## src/rtl/rf_pkg.sv

```systemverilog
// ---------------------------------------------------------------------------
// rf_pkg
// Shared definitions for the multi-port register file.
//   - Default geometry (data width, address width, read port count).
//   - rf_lane_t: one write port's contribution to a single byte lane.
//   - rf_merge_byte: resolves two write ports onto one stored byte with
//     port 1 taking priority. The storage write path and the bypass read
//     path both call it, so they always agree on the merged value.
// ---------------------------------------------------------------------------
package rf_pkg;

    localparam int RF_DW_DEF = 32;
    localparam int RF_AW_DEF = 5;
    localparam int RF_NR_DEF = 2;

    // One byte lane of one write port: enable already qualified by
    // we, the address match and the byte enable.
    typedef struct packed {
        logic       en;
        logic [7:0] d;
    } rf_lane_t;

    // Port 1 wins any byte both ports write; port 0 bytes land only where
    // port 1 leaves the lane alone; untouched lanes keep their old value.
    function automatic logic [7:0] rf_merge_byte(
        input logic [7:0] old_byte,
        input rf_lane_t   lane0,
        input rf_lane_t   lane1
    );
        logic [7:0] res;
        res = old_byte;
        if (lane1.en) begin
            res = lane1.d;
        end else if (lane0.en) begin
            res = lane0.d;
        end
        return res;
    endfunction

endpackage

```

## src/rtl/regfile_mp_read.sv

```systemverilog
// ---------------------------------------------------------------------------
// rf_read_port
// One read port of regfile_mp.
//   wrclk, clrn : clock and asynchronous active-low reset (only used when the
//                 data output is registered)
//   ra          : read address
//   store       : flattened stored words, word j at [j*DW +: DW]
//   view        : flattened stored words merged with this cycle's writes
//   busy        : per-register busy bits
//   wr_hit      : per-register "some write port targets it this cycle"
//   iss_hit     : per-register "an issue targets it this cycle"
//   rdata       : read data (combinational or one-cycle registered)
//   rbusy       : busy bit of ra, always combinational
// ---------------------------------------------------------------------------
module rf_read_port #(
    parameter int DW       = 32,
    parameter int AW       = 5,
    parameter int BYPASS   = 1,
    parameter int READ_REG = 0
) (
    input  logic                   wrclk,
    input  logic                   clrn,
    input  logic [AW-1:0]          ra,
    input  logic [(2**AW)*DW-1:0]  store,
    input  logic [(2**AW)*DW-1:0]  view,
    input  logic [(2**AW)-1:0]     busy,
    input  logic [(2**AW)-1:0]     wr_hit,
    input  logic [(2**AW)-1:0]     iss_hit,
    output logic [DW-1:0]          rdata,
    output logic                   rbusy
);

    logic [DW-1:0] sel_data;
    int            sel_idx;

    // Pick the word for this port. With bypass the merged view is used, so a
    // consumer sees a same-cycle write. A register being written this cycle
    // is reported not-busy under bypass, unless a new producer is issued onto
    // it in the same cycle, because that producer is still outstanding.
    always_comb begin
        sel_idx  = int'(ra);
        sel_data = (BYPASS != 0) ? view[sel_idx*DW +: DW] : store[sel_idx*DW +: DW];
        rbusy    = busy[ra];
        if ((BYPASS != 0) && wr_hit[ra] && !iss_hit[ra]) begin
            rbusy = 1'b0;
        end
    end

    // Either hand the selected word straight out, or capture it on the clock
    // edge for a one-cycle-latency read that clears on reset.
    if (READ_REG != 0) begin : g_reg
        always_ff @(posedge wrclk or negedge clrn) begin
            if (!clrn) begin
                rdata <= '0;
            end else begin
                rdata <= sel_data;
            end
        end
    end else begin : g_comb
        assign rdata = sel_data;
    end

endmodule

```

## src/rtl/regfile_mp.sv

```systemverilog
// ---------------------------------------------------------------------------
// regfile_mp
// Parametrised multi-port register file with two byte-enabled write ports,
// optional write-to-read bypass, optional registered reads and a per-register
// busy scoreboard for hazard detection.
//   wrclk      : clock, all state updates on the rising edge
//   clrn       : asynchronous active-low reset, clears words, busy bits and
//                registered read data
//   ra         : NR read addresses, port i at [i*AW +: AW]
//   rdata      : NR read words, port i at [i*DW +: DW]
//   rbusy      : busy bit for each read address
//   we0/we1    : write enables
//   wa0/wa1    : write addresses
//   wd0/wd1    : write data
//   wbe0/wbe1  : byte enables, bit k covers bits [8k+7:8k]
//   iss_en     : mark iss_rd busy (producer issued)
//   iss_rd     : register to mark busy
// ---------------------------------------------------------------------------
module regfile_mp
    import rf_pkg::*;
#(
    parameter int DW       = RF_DW_DEF,
    parameter int AW       = RF_AW_DEF,
    parameter int NR       = RF_NR_DEF,
    parameter int BYPASS   = 1,
    parameter int READ_REG = 0,
    parameter int ZERO_REG = 1
) (
    input  logic              wrclk,
    input  logic              clrn,
    input  logic [NR*AW-1:0]  ra,
    output logic [NR*DW-1:0]  rdata,
    output logic [NR-1:0]     rbusy,
    input  logic              we0,
    input  logic              we1,
    input  logic [AW-1:0]     wa0,
    input  logic [AW-1:0]     wa1,
    input  logic [DW-1:0]     wd0,
    input  logic [DW-1:0]     wd1,
    input  logic [DW/8-1:0]   wbe0,
    input  logic [DW/8-1:0]   wbe1,
    input  logic              iss_en,
    input  logic [AW-1:0]     iss_rd
);

    localparam int DEPTH = 2**AW;
    localparam int NB    = DW / 8;

    logic [DW-1:0]       mem [DEPTH];
    logic [DEPTH-1:0]    busy;
    logic [DEPTH-1:0]    busy_next;
    logic [DEPTH-1:0]    wr_hit;
    logic [DEPTH-1:0]    iss_hit;
    logic [DEPTH*DW-1:0] store_flat;
    logic [DEPTH*DW-1:0] view_flat;
    rf_lane_t            lane0;
    rf_lane_t            lane1;

    // Build the "after this edge" view of every register. This single view
    // is both what storage loads at the edge and what bypassed reads return,
    // so the two can never disagree about collisions. Register 0 is pinned
    // to zero when it is the hardwired zero register, which also drops any
    // write aimed at it. Issue beats write on the busy bit so a freshly
    // issued producer stays outstanding even if an older one retires now.
    always_comb begin
        store_flat = '0;
        view_flat  = '0;
        wr_hit     = '0;
        iss_hit    = '0;
        busy_next  = '0;
        lane0      = '0;
        lane1      = '0;
        for (int i = 0; i < DEPTH; i++) begin
            store_flat[i*DW +: DW] = mem[i];
            for (int k = 0; k < NB; k++) begin
                lane0.en = we0 && (wa0 == AW'(i)) && wbe0[k];
                lane0.d  = wd0[k*8 +: 8];
                lane1.en = we1 && (wa1 == AW'(i)) && wbe1[k];
                lane1.d  = wd1[k*8 +: 8];
                view_flat[i*DW + k*8 +: 8] = rf_merge_byte(mem[i][k*8 +: 8], lane0, lane1);
            end
            wr_hit[i]    = (we0 && (wa0 == AW'(i))) || (we1 && (wa1 == AW'(i)));
            iss_hit[i]   = iss_en && (iss_rd == AW'(i)) && !((ZERO_REG != 0) && (i == 0));
            busy_next[i] = iss_hit[i] || (busy[i] && !wr_hit[i]);
        end
        if (ZERO_REG != 0) begin
            view_flat[DW-1:0] = '0;
        end
    end

    // Storage and busy scoreboard. Reset is asynchronous and wipes anything
    // in flight; otherwise every word simply loads its merged view.
    always_ff @(posedge wrclk or negedge clrn) begin
        if (!clrn) begin
            for (int i = 0; i < DEPTH; i++) begin
                mem[i] <= '0;
            end
            busy <= '0;
        end else begin
            for (int i = 0; i < DEPTH; i++) begin
                mem[i] <= view_flat[i*DW +: DW];
            end
            busy <= busy_next;
        end
    end

    // One independent read port per requested port.
    for (genvar g = 0; g < NR; g++) begin : g_rd
        rf_read_port #(
            .DW       (DW),
            .AW       (AW),
            .BYPASS   (BYPASS),
            .READ_REG (READ_REG)
        ) u_rd (
            .wrclk   (wrclk),
            .clrn    (clrn),
            .ra      (ra[g*AW +: AW]),
            .store   (store_flat),
            .view    (view_flat),
            .busy    (busy),
            .wr_hit  (wr_hit),
            .iss_hit (iss_hit),
            .rdata   (rdata[g*DW +: DW]),
            .rbusy   (rbusy[g])
        );
    end

endmodule
```

## config.mk

```make
export PLATFORM = sky130hd
export DESIGN_NAME = regfile_mp
export DESIGN_NICKNAME = d
export VERILOG_FILES = /design/src/rtl/rf_pkg.sv /design/src/rtl/regfile_mp_read.sv /design/src/rtl/regfile_mp.sv
export SDC_FILE = /design/constraint.sdc
export NUM_CORES = 2
export LEC_CHECK = 0
export CAP_MARGIN = 20
export CORE_MARGIN = 3
export CORE_UTILIZATION = 25
export CTS_CLUSTER_DIAMETER = 120
export DETAILED_ROUTE_END_ITERATION = 12
export PLACE_DENSITY = 0.39
export REMOVE_ABC_BUFFERS = 1
export SYNTH_ARGS = -nofsm -noshare
export SYNTH_HDL_FRONTEND = slang
export SYNTH_SLANG_ARGS = --single-unit
```

## constraint.sdc

```tcl
create_clock -name wrclk -period 3.6 [get_ports wrclk]
set_input_delay 0.72 -clock wrclk [delete_from_list [all_inputs] [get_ports wrclk]]
set_output_delay 0.72 -clock wrclk [all_outputs]
set_load 0.05 [all_outputs]
```

==> flow_metrics.tcl <==
set metrics [dict create \
    status "finished, violations left" \
    failed_checks "setup timing" \
    track_usage_pct 42.1 \
    syn_to_final_growth_pct 75.8 \
    nets 11821 \
    grt_pass1_vias 93698 \
    overflow 0 \
    num_rows 190 \
    relSlewSlack_pct 36.5 \
    dominantRegCellSynth "dfrtp_1" \
    irDropWorstVdd_uv 347 \
    ys_top_cells_by_count "1,206 x o21ai_0, 1,154 x nand2_1, 1,024 x dfrtp_1" \
    antenna_found_initial 54 \
    coreArea_um2 269000 \
    layout.cells.non_filler 15396 \
    fin_area_um2 119000 \
    path_max_fanout 11 \
    r2r_slack_ps 90 \
    final.setup.worst_slack_ps -676 \
    critical_path.startpoint_type "input port" \
    p_sw_share_pct 35.8 \
    tightest_slew_ps 949 \
    start_util_pct 25.2 \
    worst-setup-path-type "input port to output port" \
    worstSetupEndpointType "output port" \
    ys_ff_latch 1024 \
    power.internal_mw 34.0 \
    synth_area_leaders "dfrtp_1 38%, o21ai_0 8.9%, a31oi_1 7.5%, nand2_1 6.4%, nor3_1 5.7%" \
    fin_crit_sh_pct 119 \
    placed_cell_area_um2 101000 \
    drcViolationCount 0 \
    cp.required_ps 2880 \
    synth_edf_count 0 \
    cts.reportedPaths.clkPinSlew_ps 40 \
    dpl.cell_count 14722 \
    cp.arrival_ps 3560 \
    dr.first_iter.drc_count 14208 \
    postRouteAntennaNets 0 \
    die_w_um 527 \
    routabilityCongestion 1.04 \
    cts_inserted_buffers 155 \
    combPwrFrac_pct 41.0 \
    ys_seq_area_share_pct 37.8 \
    worstPathCellList "buf_8, or4b_4, buf_12, o21ai_0, a31oi_2, mux2_2, a22oi_2, o22ai_1, buf_4, or4b_4, buf_12" \
    grt_pass1_wl_um 816000 \
    wl_per_cell_um 39.9 \
    synthCells 8718 \
    slew_violations 0 \
    min_path_type "input port to register" \
    clock-sinks 1024 \
    p_leak_nw 49.3 \
    setup_viol 67 \
    synthArstFlopShare_pct 100 \
    port_buffers 167 \
    final.min_clock_period_ps 4280 \
    num_vias 98127 \
    switching_power_mw 19.0 \
    first_pass_iters 7 \
    syn_area_um2 67800 \
    max_freq_ghz 0.234 \
    seqPwrFrac_pct 29.0 \
    critPathSlowestCell "or4b_4" \
    wirelength_um 615000 \
    grt_max_degree 96 \
    clock_latency_ps 870 \
    final_layout_size_suffix_gt1_share_pct 44.9 \
    dp_slack_ps -1670 \
    dp_hpwl_um 442000 \
    die_h_um 527 \
    die-area_um2 278000 \
    total_power_mw 53.0 \
    via_per_inst 6.37 \
    p_clk_share_pct 30.0 \
    yosysTopAreaCellShare_pct 37.8 \
    synth.avg_cell_area_um2 7.78 \
    path_buf_inv 4 \
    skew_ps 0 \
    cts_tree "done" \
    htreeDepth 4 \
    ys_types 94 \
    critPathTopFamily "simple AND/OR/NAND/NOR gates" \
    yosys_warnings 0 \
    cts_root_buffer "clkbuf_16" \
    slowest_delay_ps 590 \
    final.setup.tns_ps -37270 \
    pin_count 168 \
    clockBufferDepth 4 \
    maxCapViolCount 0 \
    synth_most_common_cell "o21ai_0" \
    rsz0062_at_grt "true" \
    yosys.area.top_type "dfrtp_1" \
    hold_violations 0 \
    power.density_nw_per_um2 445 \
]
## routing by layer
metal,vias up,share of wire (%),track usage (%)
met4,42,9.6,31.4
li1,38903,-,-
met1,48846,38,53.5
met2,8012,40,58.7
met5,-,0.046,0
met3,2324,13,14.0
## through the flow
step                util [%]  hold WS [ps]
finish                  44.3           420
global route            44.3           460
floorplan                  -           424
detailed placement      37.6           489
CTS                     42.7           475
global placement        37.6           486
## kinds of logic (layout without fill, tap and decap cells)
logic type	after synthesis	after routing	synth area share, %
other cells	0	18	0
flops	1024	1024	37.8
buf+inv	1242	4349	7.76
simple gates	2860	2861	20.0
compound gates	3446	3446	31.9
mux	144	144	2.57
xor+xnor	2	2	0.0258
## cell usage in the layout, fill, tap and decap left out, drive strengths merged, types with 52 or more instances in the layout
cell           instances
a22oi                163
clkbuf               258
nor2                 464
a21oi                161
a221oi                63
and4b                 70
o22a                  52
mux2i                 90
a31oi                813
buf                 3826
o211ai                53
nand2               1154
o221ai                58
nand3                100
dfrtp               1024
o22ai                389
clkdlybuf4s50         66
inv                  155
o21ai               1219
a211oi               124
nor3                 774
## worst reg2reg max path, cell delays in order, from the launching register on
cell and delay, ps:
dfrtp_1 380, a21boi_0 120, o22ai_1 170, inv_1 90, buf_4 140, buf_4 120, buf_4 120, buf_4 120
buf_4 120, buf_4 130, buf_4 120, buf_4 120, buf_4 120, buf_4 120, buf_4 120, buf_4 120
buf_4 120, buf_4 120, buf_4 120, buf_4 120, buf_4 120, buf_4 120, buf_4 120, buf_4 120
buf_4 120, buf_4 120
## power by group through the flow
stage	Sequential, mW	Combinational [mW]	Clock [mW]
detailed placement	15.4	18.3	0
finish	15.4	21.8	15.9
floorplan	15.1	7.20	0
CTS	15.3	20.1	16.0
global placement	15.4	18.3	0
global route	15.6	22.6	16.4
## state kept, by name, summed over array words and instances (netlist names)
register,flops
busy,32
mem,992
## worst paths after layout
kind,startpoint,to,depth (start not counted)
hold / removal,iss_rd[1],busy[7]$_DFF_PN0_,3
min in group asynchronous,clrn,mem[452]$_DFF_PN0_,2
setup reg to reg,mem[60]$_DFF_PN0_,mem[60]$_DFF_PN0_,25
setup / recovery,wa0[4],rdata[33],11
max in group asynchronous,clrn,busy[22]$_DFF_PN0_,4
hold reg to reg,busy[16]$_DFF_PN0_,busy[16]$_DFF_PN0_,1
## final cells by class
class / instances / area, µm²
Clock inverter: 23 / 278
Antenna cell: 18 / 45.0
Tap cell: 3552 / 4440
Timing Repair Buffer: 3931 / 38900
Clock buffer: 241 / 4760
Fill cell: 26333 / 150000
Multi-Input combinational cell: 6453 / 44500
Sequential cell: 1024 / 25600
Inverter: 154 / 586
## repair_timing
item,4_1_cts,5_1_grt
pin swaps,282,266
setup endpoints to repair,66,67
cloned,41,13
endpoints found under the hold margin,23,0
hold buffers,1,0
gates resized for setup,1226,889
buffers inserted,259,116
No activity file was read; power rests on OpenSTA's default activity.
